### config.mk
export PLATFORM = sky130hd
export DESIGN_NAME = renode_axi_read_arbiter
export DESIGN_NICKNAME = d
export VERILOG_FILES = /design/src/rtl/renode_axi_read_arbiter.sv
export SDC_FILE = /design/constraint.sdc
export NUM_CORES = 1
export LEC_CHECK = 0
export BUFFER_PORTS_ARGS = -buffer_cell sky130_fd_sc_hd__buf_2
export CAP_MARGIN = 25
export CORE_AREA = 10 10 94 96
export DETAILED_ROUTE_END_ITERATION = 8
export DIE_AREA = 0 0 104 106
export GPL_ROUTABILITY_DRIVEN = 0
export PLACE_DENSITY = 0.66
export SLEW_MARGIN = 30
export SYNTH_ARGS = -nofsm -noshare
export SYNTH_HDL_FRONTEND = slang
export SYNTH_SLANG_ARGS = --single-unit
### constraint.sdc
create_clock -name aclk -period 1.4 [get_ports aclk]
set_input_delay 0.07 -clock aclk [delete_from_list [all_inputs] [get_ports aclk]]
set_output_delay 0.07 -clock aclk [all_outputs]
set_load 0.02 [all_outputs]
### src/rtl/renode_axi_read_arbiter.sv
// -----------------------------------------------------------------------------
// renode_axi_read_arbiter
//
// Round-robin arbiter that lets NumManagers AXI read managers share one AR/R
// port toward the Renode AXI subordinate. Only one burst is outstanding at a
// time. The grant is taken in IDLE, held through the AR handshake (ADDRESS),
// and released after the R beat carrying rlast completes (DATA).
//
// Ports:
//   aclk, areset          clock (rising edge) and asynchronous active-high reset
//   m_ar*                 per-manager AR channels, packed with manager i at slice i
//   m_rvalid / m_rready   per-manager R handshake
//   m_rid/rdata/rresp/rlast  R payload broadcast to every manager
//   s_ar*, s_r*           shared subordinate AR and R channels
//   grant_valid           high while a manager owns the port (ADDRESS or DATA)
//   grant_index           index of the current owner
//   rid_mismatch          (optional) sticky flag: an R beat returned an
//                         unexpected rid
//
// Optional feature macro: RENODE_AXI_READ_ARBITER_RID_CHECK_EN
//   When defined, arid is captured at the AR handshake and every R beat in
//   DATA is compared against it; a difference sets rid_mismatch until reset.
//   Routing is identical with or without the macro.
// -----------------------------------------------------------------------------
module renode_axi_read_arbiter #(
  parameter int NumManagers        = 2,
  parameter int AddressWidth       = 32,
  parameter int DataWidth          = 32,
  parameter int TransactionIdWidth = 8
) (
  input  logic                                      aclk,
  input  logic                                      areset,

  input  logic [NumManagers-1:0]                    m_arvalid,
  output logic [NumManagers-1:0]                    m_arready,
  input  logic [NumManagers*TransactionIdWidth-1:0] m_arid,
  input  logic [NumManagers*AddressWidth-1:0]       m_araddr,
  input  logic [NumManagers*8-1:0]                  m_arlen,
  input  logic [NumManagers*3-1:0]                  m_arsize,
  input  logic [NumManagers*2-1:0]                  m_arburst,

  output logic [NumManagers-1:0]                    m_rvalid,
  input  logic [NumManagers-1:0]                    m_rready,
  output logic [TransactionIdWidth-1:0]             m_rid,
  output logic [DataWidth-1:0]                      m_rdata,
  output logic [1:0]                                m_rresp,
  output logic                                      m_rlast,

  output logic                                      s_arvalid,
  input  logic                                      s_arready,
  output logic [TransactionIdWidth-1:0]             s_arid,
  output logic [AddressWidth-1:0]                   s_araddr,
  output logic [7:0]                                s_arlen,
  output logic [2:0]                                s_arsize,
  output logic [1:0]                                s_arburst,

  input  logic                                      s_rvalid,
  output logic                                      s_rready,
  input  logic [TransactionIdWidth-1:0]             s_rid,
  input  logic [DataWidth-1:0]                      s_rdata,
  input  logic [1:0]                                s_rresp,
  input  logic                                      s_rlast,

`ifdef RENODE_AXI_READ_ARBITER_RID_CHECK_EN
  output logic                                      rid_mismatch,
`endif
  output logic                                      grant_valid,
  output logic [$clog2(NumManagers)-1:0]            grant_index
);

  localparam int IndexWidth = $clog2(NumManagers);

  typedef enum logic [1:0] {
    IDLE,
    ADDRESS,
    DATA
  } state_t;

  state_t                state;
  logic [IndexWidth-1:0] rr_pointer;
  logic [IndexWidth-1:0] next_grant;
  logic [IndexWidth-1:0] candidate;
  logic                  any_request;
  logic                  ar_handshake;
  logic                  r_last_handshake;

  // Cyclic search starting at rr_pointer. Walking the offsets from the far end
  // back to zero lets the closest requester overwrite any farther one, so the
  // first requester at or after rr_pointer wins.
  always_comb begin
    // NOTE: every variable assigned here gets a default first, so no path can
    // leave it unassigned and infer a latch.
    next_grant  = rr_pointer;
    candidate   = '0;
    any_request = 1'b0;
    for (int offset = NumManagers - 1; offset >= 0; offset--) begin
      candidate = IndexWidth'((int'(rr_pointer) + offset) % NumManagers);
      if (m_arvalid[candidate]) begin
        next_grant  = candidate;
        any_request = 1'b1;
      end
    end
  end

  // Channel routing. Everything is gated by state, so IDLE forwards nothing,
  // an R beat arriving outside DATA sees s_rready=0 and stays with the
  // subordinate, and all payload outputs read zero while idle or in reset.
  always_comb begin
    m_arready = '0;
    m_rvalid  = '0;
    m_rid     = '0;
    m_rdata   = '0;
    m_rresp   = '0;
    m_rlast   = 1'b0;
    s_arvalid = 1'b0;
    s_arid    = '0;
    s_araddr  = '0;
    s_arlen   = '0;
    s_arsize  = '0;
    s_arburst = '0;
    s_rready  = 1'b0;

    if (state == ADDRESS) begin
      // A granted manager that drops arvalid simply leaves s_arvalid low;
      // the grant is kept and no re-arbitration happens.
      s_arvalid              = m_arvalid[grant_index];
      s_arid                 = m_arid[grant_index*TransactionIdWidth +: TransactionIdWidth];
      s_araddr               = m_araddr[grant_index*AddressWidth +: AddressWidth];
      s_arlen                = m_arlen[grant_index*8 +: 8];
      s_arsize               = m_arsize[grant_index*3 +: 3];
      s_arburst              = m_arburst[grant_index*2 +: 2];
      m_arready[grant_index] = s_arready;
    end

    if (state == DATA) begin
      m_rvalid[grant_index] = s_rvalid;
      s_rready              = m_rready[grant_index];
      m_rid                 = s_rid;
      m_rdata               = s_rdata;
      m_rresp               = s_rresp;
      m_rlast               = s_rlast;
    end
  end

  assign ar_handshake     = s_arvalid && s_arready;
  // s_rready is only ever high in DATA, so this needs no extra state term.
  // The burst ends on rlast alone; arlen is never counted.
  assign r_last_handshake = s_rvalid && s_rready && s_rlast;

  always_ff @(posedge aclk or posedge areset) begin
    // NOTE: state registers use non-blocking assignments so every flop in the
    // block samples the pre-edge values, independent of statement order.
    if (areset) begin
      state       <= IDLE;
      grant_index <= '0;
      grant_valid <= 1'b0;
      rr_pointer  <= '0;
    end else begin
      unique case (state)
        IDLE: begin
          if (any_request) begin
            grant_index <= next_grant;
            grant_valid <= 1'b1;
            state       <= ADDRESS;
          end
        end
        ADDRESS: begin
          if (ar_handshake) begin
            state <= DATA;
          end
        end
        DATA: begin
          if (r_last_handshake) begin
            state       <= IDLE;
            grant_valid <= 1'b0;
            rr_pointer  <= (int'(grant_index) == NumManagers - 1) ? '0 : grant_index + 1'b1;
          end
        end
        default: begin
          state       <= IDLE;
          grant_valid <= 1'b0;
        end
      endcase
    end
  end

`ifdef RENODE_AXI_READ_ARBITER_RID_CHECK_EN
  logic [TransactionIdWidth-1:0] expected_rid;

  always_ff @(posedge aclk or posedge areset) begin
    if (areset) begin
      expected_rid <= '0;
      rid_mismatch <= 1'b0;
    end else begin
      if (ar_handshake) begin
        expected_rid <= s_arid;
      end
      if (s_rvalid && s_rready && (s_rid != expected_rid)) begin
        rid_mismatch <= 1'b1;
      end
    end
  end
`endif

endmodule

# Word level (Yosys, flattened, before mapping)

Cells that the tools add are included.

RAM bits: 0
Memories kept: 0
Register bits after elaboration: 5
Input bits: 157
Latch bits: 0
ROM bits: 0
Output and inout bits: 104
Logic and storage cells: 68

$lt $le $gt $ge: 4
Reductions and logical operators: 9
$add $sub $neg: 2
Multiply operators: 1
Divide/modulo/power cells: 0
Shift-type cells: 5
Bitwise gates (word level): 3
Eq/ne operators: 5
Muxes and demuxes: 35

Operators with widths:

| cell                                                                         | number |
|---|---|
| 32-bit two-way mux                                                           | 2 |
| 64-bit by 7-bit indexed part select with 32-bit output                       | 1 |
| 16-bit by 5-bit indexed part select with 8-bit output                        | 2 |
| 8-bit two-way mux                                                            | 3 |
| 1-bit two-way mux                                                            | 19 |
| 2-bit two-way mux                                                            | 7 |
| 1-bit by 2-bit less-than comparator with 1-bit output, second input constant | 3 |
| 2-bit != test, second input constant                                         | 3 |
| 2-bit one-hot mux with 3 select lines                                        | 1 |
| 3-bit AND reduction                                                          | 2 |
| 6-bit by 4-bit indexed part select with 3-bit output                         | 1 |
| 2-bit bitwise AND                                                            | 2 |
| 1-bit logical AND                                                            | 4 |
| 2-bit AND reduction                                                          | 2 |
| 4-bit by 3-bit indexed part select with 2-bit output                         | 1 |
| 1-bit by 2-bit multiplier with 3-bit output, second input constant           | 1 |
| 3-bit two-way mux                                                            | 1 |
| 1-bit one-hot mux with 3 select lines                                        | 1 |
| 1-bit adder, second input constant                                           | 2 |
| 2-bit by 1-bit == test with 1-bit output, second input constant              | 1 |
| 2-bit == test, second input constant                                         | 1 |
| 2-bit zero test                                                              | 1 |
| 1-bit demux with 1-bit select                                                | 1 |
| 1-bit greater-or-equal comparator, second input constant                     | 1 |
| 1-bit inverter                                                               | 1 |

# Depth between registers and ports, before layout

Depth in word-level cells: 7
Gate-level depth with buffers: 6
Mapped depth without buffers: 3

# Least setup slack after synthesis

No wires, ideal clock.

Path type: register to output
Start: register grant_index
End: output port m_arready[0]
Path buffers: 2
Arrival time: 1.316 ns
Required time: 1.330 ns
Path slack: 0.014 ns
Cell stages (with the launch flop): 4
Cells stage by stage: dfrtp_1 -> buf_6 -> buf_2 -> nor3b_1

Longest elaborated chain between the ends: 6
Elaborated cells on any way between the ends: 7

RTL lines:

| what                                                                                                                                    | RTL line | RTL |
|---|---|---|
| start: declaration                                                                                                                      | 68       | `output logic [$clog2(NumManagers)-1:0] grant_index` |
| start signal: assignment                                                                                                                | 162      | `grant_index <= next_grant;` |
| 1-bit by 2-bit less-than comparator with 1-bit output (not written as such) / 1-bit greater-or-equal comparator (equally long branches) | 132      | `m_arready[grant_index] = s_arready;` |
| 1-bit logical AND (not written as such)                                                                                                 | 132      |  |
| 1-bit two-way mux (not written as such)                                                                                                 | 132      |  |
| 1-bit demux with 1-bit select (*)                                                                                                       | 132      |  |
| 2-bit bitwise AND (no source line) (*)                                                                                                  | --       |  |
| 2-bit two-way mux (*)                                                                                                                   | 123      | `if (state == ADDRESS) begin` |
| end: declaration                                                                                                                        | 35       | `output logic [NumManagers-1:0] m_arready,` |

Mark *: on every way between the ends. The rest lies on a longest branch, timed or not.

# Worst setup path in the final report

Start: register grant_index
End: output port s_araddr[17]

Longest elaborated chain between the ends: 2

RTL lines:

| what                                                   | RTL line | RTL |
|---|---|---|
| 64-bit by 7-bit indexed part select with 32-bit output | 128      | `s_araddr = m_araddr[grant_index*AddressWidth +: AddressWidth];` |
| 32-bit two-way mux                                     | 123      |  |
| end: declaration                                       | 52       | `output logic [AddressWidth-1:0] s_araddr,` |

Every way passes these cells.

==> qor.csv <==
metric;value;unit
# fillers;663;
Synth Area in XOR/XNOR;0;%
cell family with most CP delay;flip-flops;
first-pass GRT wire length;14740;um
top cell type's share of synthesized area;37.57;%
placed instance count;554;
total track usage;16.04;%
layout cells sized above 1;71.82;%
row count;31;
hold_ws;86.62;ps
Slowest cell on crit path;dfrtp_4;
Slew Viols, Final;0;
CTS sink cnt;5;
flops & latches, synth;5;
Syn Nets;361;
initial antenna violation count;0;
Die Wd;104;um
Die H;106;um
CP Capture Type;output port;
CP arrival;1410;ps
Detail Placement HPWL;8151;um
Crit Path Max Fanout;26;
Layout Cells excl Fill;571;
Worst Path Required;1330;ps
failing checks;negative setup slack;
Avg Inst Size Synth;7.053;um2
worst slew pin tran;215.9;ps
count of final hold-check violations;0;
Compound-Gate Fraction of Synth Area;4.435;%
Synth Area in Adders;0;%
largest family of logic cells by synthesized area;simple AND/OR/NAND/NOR gates;
Nets;630;
worst slack, placed;94.41;ps
Die ar.;0.01102;mm2
detailed-route wire length per cell;18.99;um
Synth-to-Final Area Change;151.5;%
CTS buffer count;3;
static leakage;2.092;nW
vias per inst;4.441;
WL final;10850;um
critical path class;reg -> out;
unique cell type count in the Yosys netlist;25;
fin crit period;1477;ps
mapped cell area;0.001439;mm2
synth warn;0;
Max Cap Viol;0;
CP cell instances;buf_12 > mux2i_1 > nor2_1 > buf_4;
vias;2536;
commonest non-fill, non-tap cell in the layout;buf_2;
Simple-Gate Fraction of Synth Area;38.70;%
Port Buf Inserts;260;
post-route setup TNS;-1602;ps
Worst Path Buf+Inv;2;
ranking of synthesized cells by area;mux2i_1 38%, and2_1 19%, nor2_1 15%;
number of global-route vias before repair;2681;
fin worst setup slack;-76.67;ps
Max-slew headroom;85.20;%
drt drc;0;
Synth area leader;mux2i_1;
H-tree lvl count;1;
TritonRoute pass-1 iters;6;
Detail Route Antenna Nets;0;
pwr dens;1852;mW/mm2
ANT cells;0;
Hold Path Class;in -> reg;
I/O pin total;261;
Core ar.;0.007059;mm2
Max Freq;677.2;MHz
clk root buf;clkbuf_8;
most frequent cells in the layout;187 x buf_2, 57 x nor2_1, 51 x mux2i_1, 45 x buf_6, 43 x and2_4;
Clock Path Buffers;2;
Tcrit/Tclk final;105.5;%
Worst path max stage delay;480;ps
status;finished with violations;
largest net degree at the start of global routing;27;
DRC marker count from the first detailed-route iteration;58;
GR Overflow Total;0;
sequential share of the synthesized area;8.696;%
RSZ-0062 raised after global routing;yes;
Initial Util;20.38;%
Worst-path clk slew;40;ps
Clock Latency Late Sink;220;ps
cell count after synthesis;204;
skew final;3.318;ps
CTS tree;done;
Critical Path Start Type;flip-flop;
Setup violations, final;69;
mux share of post-synthesis cell area;38.61;%
maximum VDD drop;1.221;mV
[layer usage]
metal  global-route usage, %  up-vias  part of all wire [%]
li1                        -     1207                     -
met1                   16.15     1131                    36
met2                   30.34      181                    51
met3                   6.582       17                    11
met4                   3.479        0                   2.0
met5                       0        -                     0
[state kept, by name, indices dropped and copies added (netlist names)]
name,cells
rr_pointer,1
grant_valid,1
grant_index,1
state,2
[report_power, final]
part,switching [mW],internal [mW]
combinational,3.32,2.81
clock,0.0730,0.196
sequential,0.0919,0.214
total,3.48,3.22
[synth_stat cells]
cell type / n
mux2i_1: 54
a311oi_1: 1
inv_1: 3
o22ai_1: 1
nor3b_1: 1
buf_6: 3
o32ai_1: 1
a21oi_1: 2
nand2_1: 3
mux2_4: 1
and3_1: 1
and4b_1: 1
nand2b_1: 2
o21a_1: 1
nor2b_1: 2
dfrtp_1: 5
nor2_1: 58
a41oi_1: 1
buf_4: 5
buf_2: 11
and2_1: 43
o31ai_1: 1
a31oi_1: 1
nand3_1: 1
nor3_1: 1
[kinds of logic (layout without fill, tap and decap cells)]
group                  Yosys count  after routing
AND/OR/NAND/NOR                113            113
multiplexers                    55             55
buffers and inverters           22            290
AO/OA/AOI/OAI                    9              9
flip-flops                       5              5
[final timing paths]
| check | start | end | slack (ps) | cells after the start |
|---|---|---|---|---|
| worst min-delay path | m_arvalid[0] | grant_index$_DFFE_PP0P_ | 90 | 2 |
| min in group asynchronous | areset | grant_valid$_DFFE_PP0P_ | 310 | 3 |
| worst min register to register | state[0]$_DFFE_PP0P_ | state[0]$_DFFE_PP0P_ | 540 | 1 |
| worst max-delay path | grant_index$_DFFE_PP0P_ | s_araddr[17] | -80 | 4 |
| worst max register to register | grant_index$_DFFE_PP0P_ | grant_valid$_DFFE_PP0P_ | 100 | 4 |
| max in group asynchronous | areset | grant_index$_DFFE_PP0P_ | 890 | 3 |
[metrics by stage]
step	power [mW]	instance area, um2	utilization (%)
after floorplan	3.579	1439	-
after global placement	5.172	2859	40.50
after CTS	6.185	3236	45.83
after global routing	7.100	3618	51.26
after detailed placement	5.227	2859	40.50
final	6.700	3618	51.26
[worst register-to-register path: stages (launching register included)]
cell and delay (ps):
dfrtp_4 530, buf_4 170, mux2i_2 190, nor2_1 80
o32ai_1 220
[area by class of cell]
class | instances | area, um2 | area share (%)
Sequential cell | 5 | 130.1 | 3.596
Timing Repair Buffer | 283 | 1978 | 54.67
Inverter | 3 | 11.26 | 0.3112
Clock buffer | 4 | 45.04 | 1.245
Multi-Input combinational cell | 177 | 1330 | 36.76
Tap cell | 99 | 123.9 | 3.423
[repair_timing]
item	CTS	global route
cloned	2	5
resized for setup	75	101
hold buffers	1	0
setup endpoints to repair	99	99
setup buffers	5	1
pin swaps	6	31
hold endpoints to repair	5	0
No activity file was read; power rests on OpenSTA's default activity.
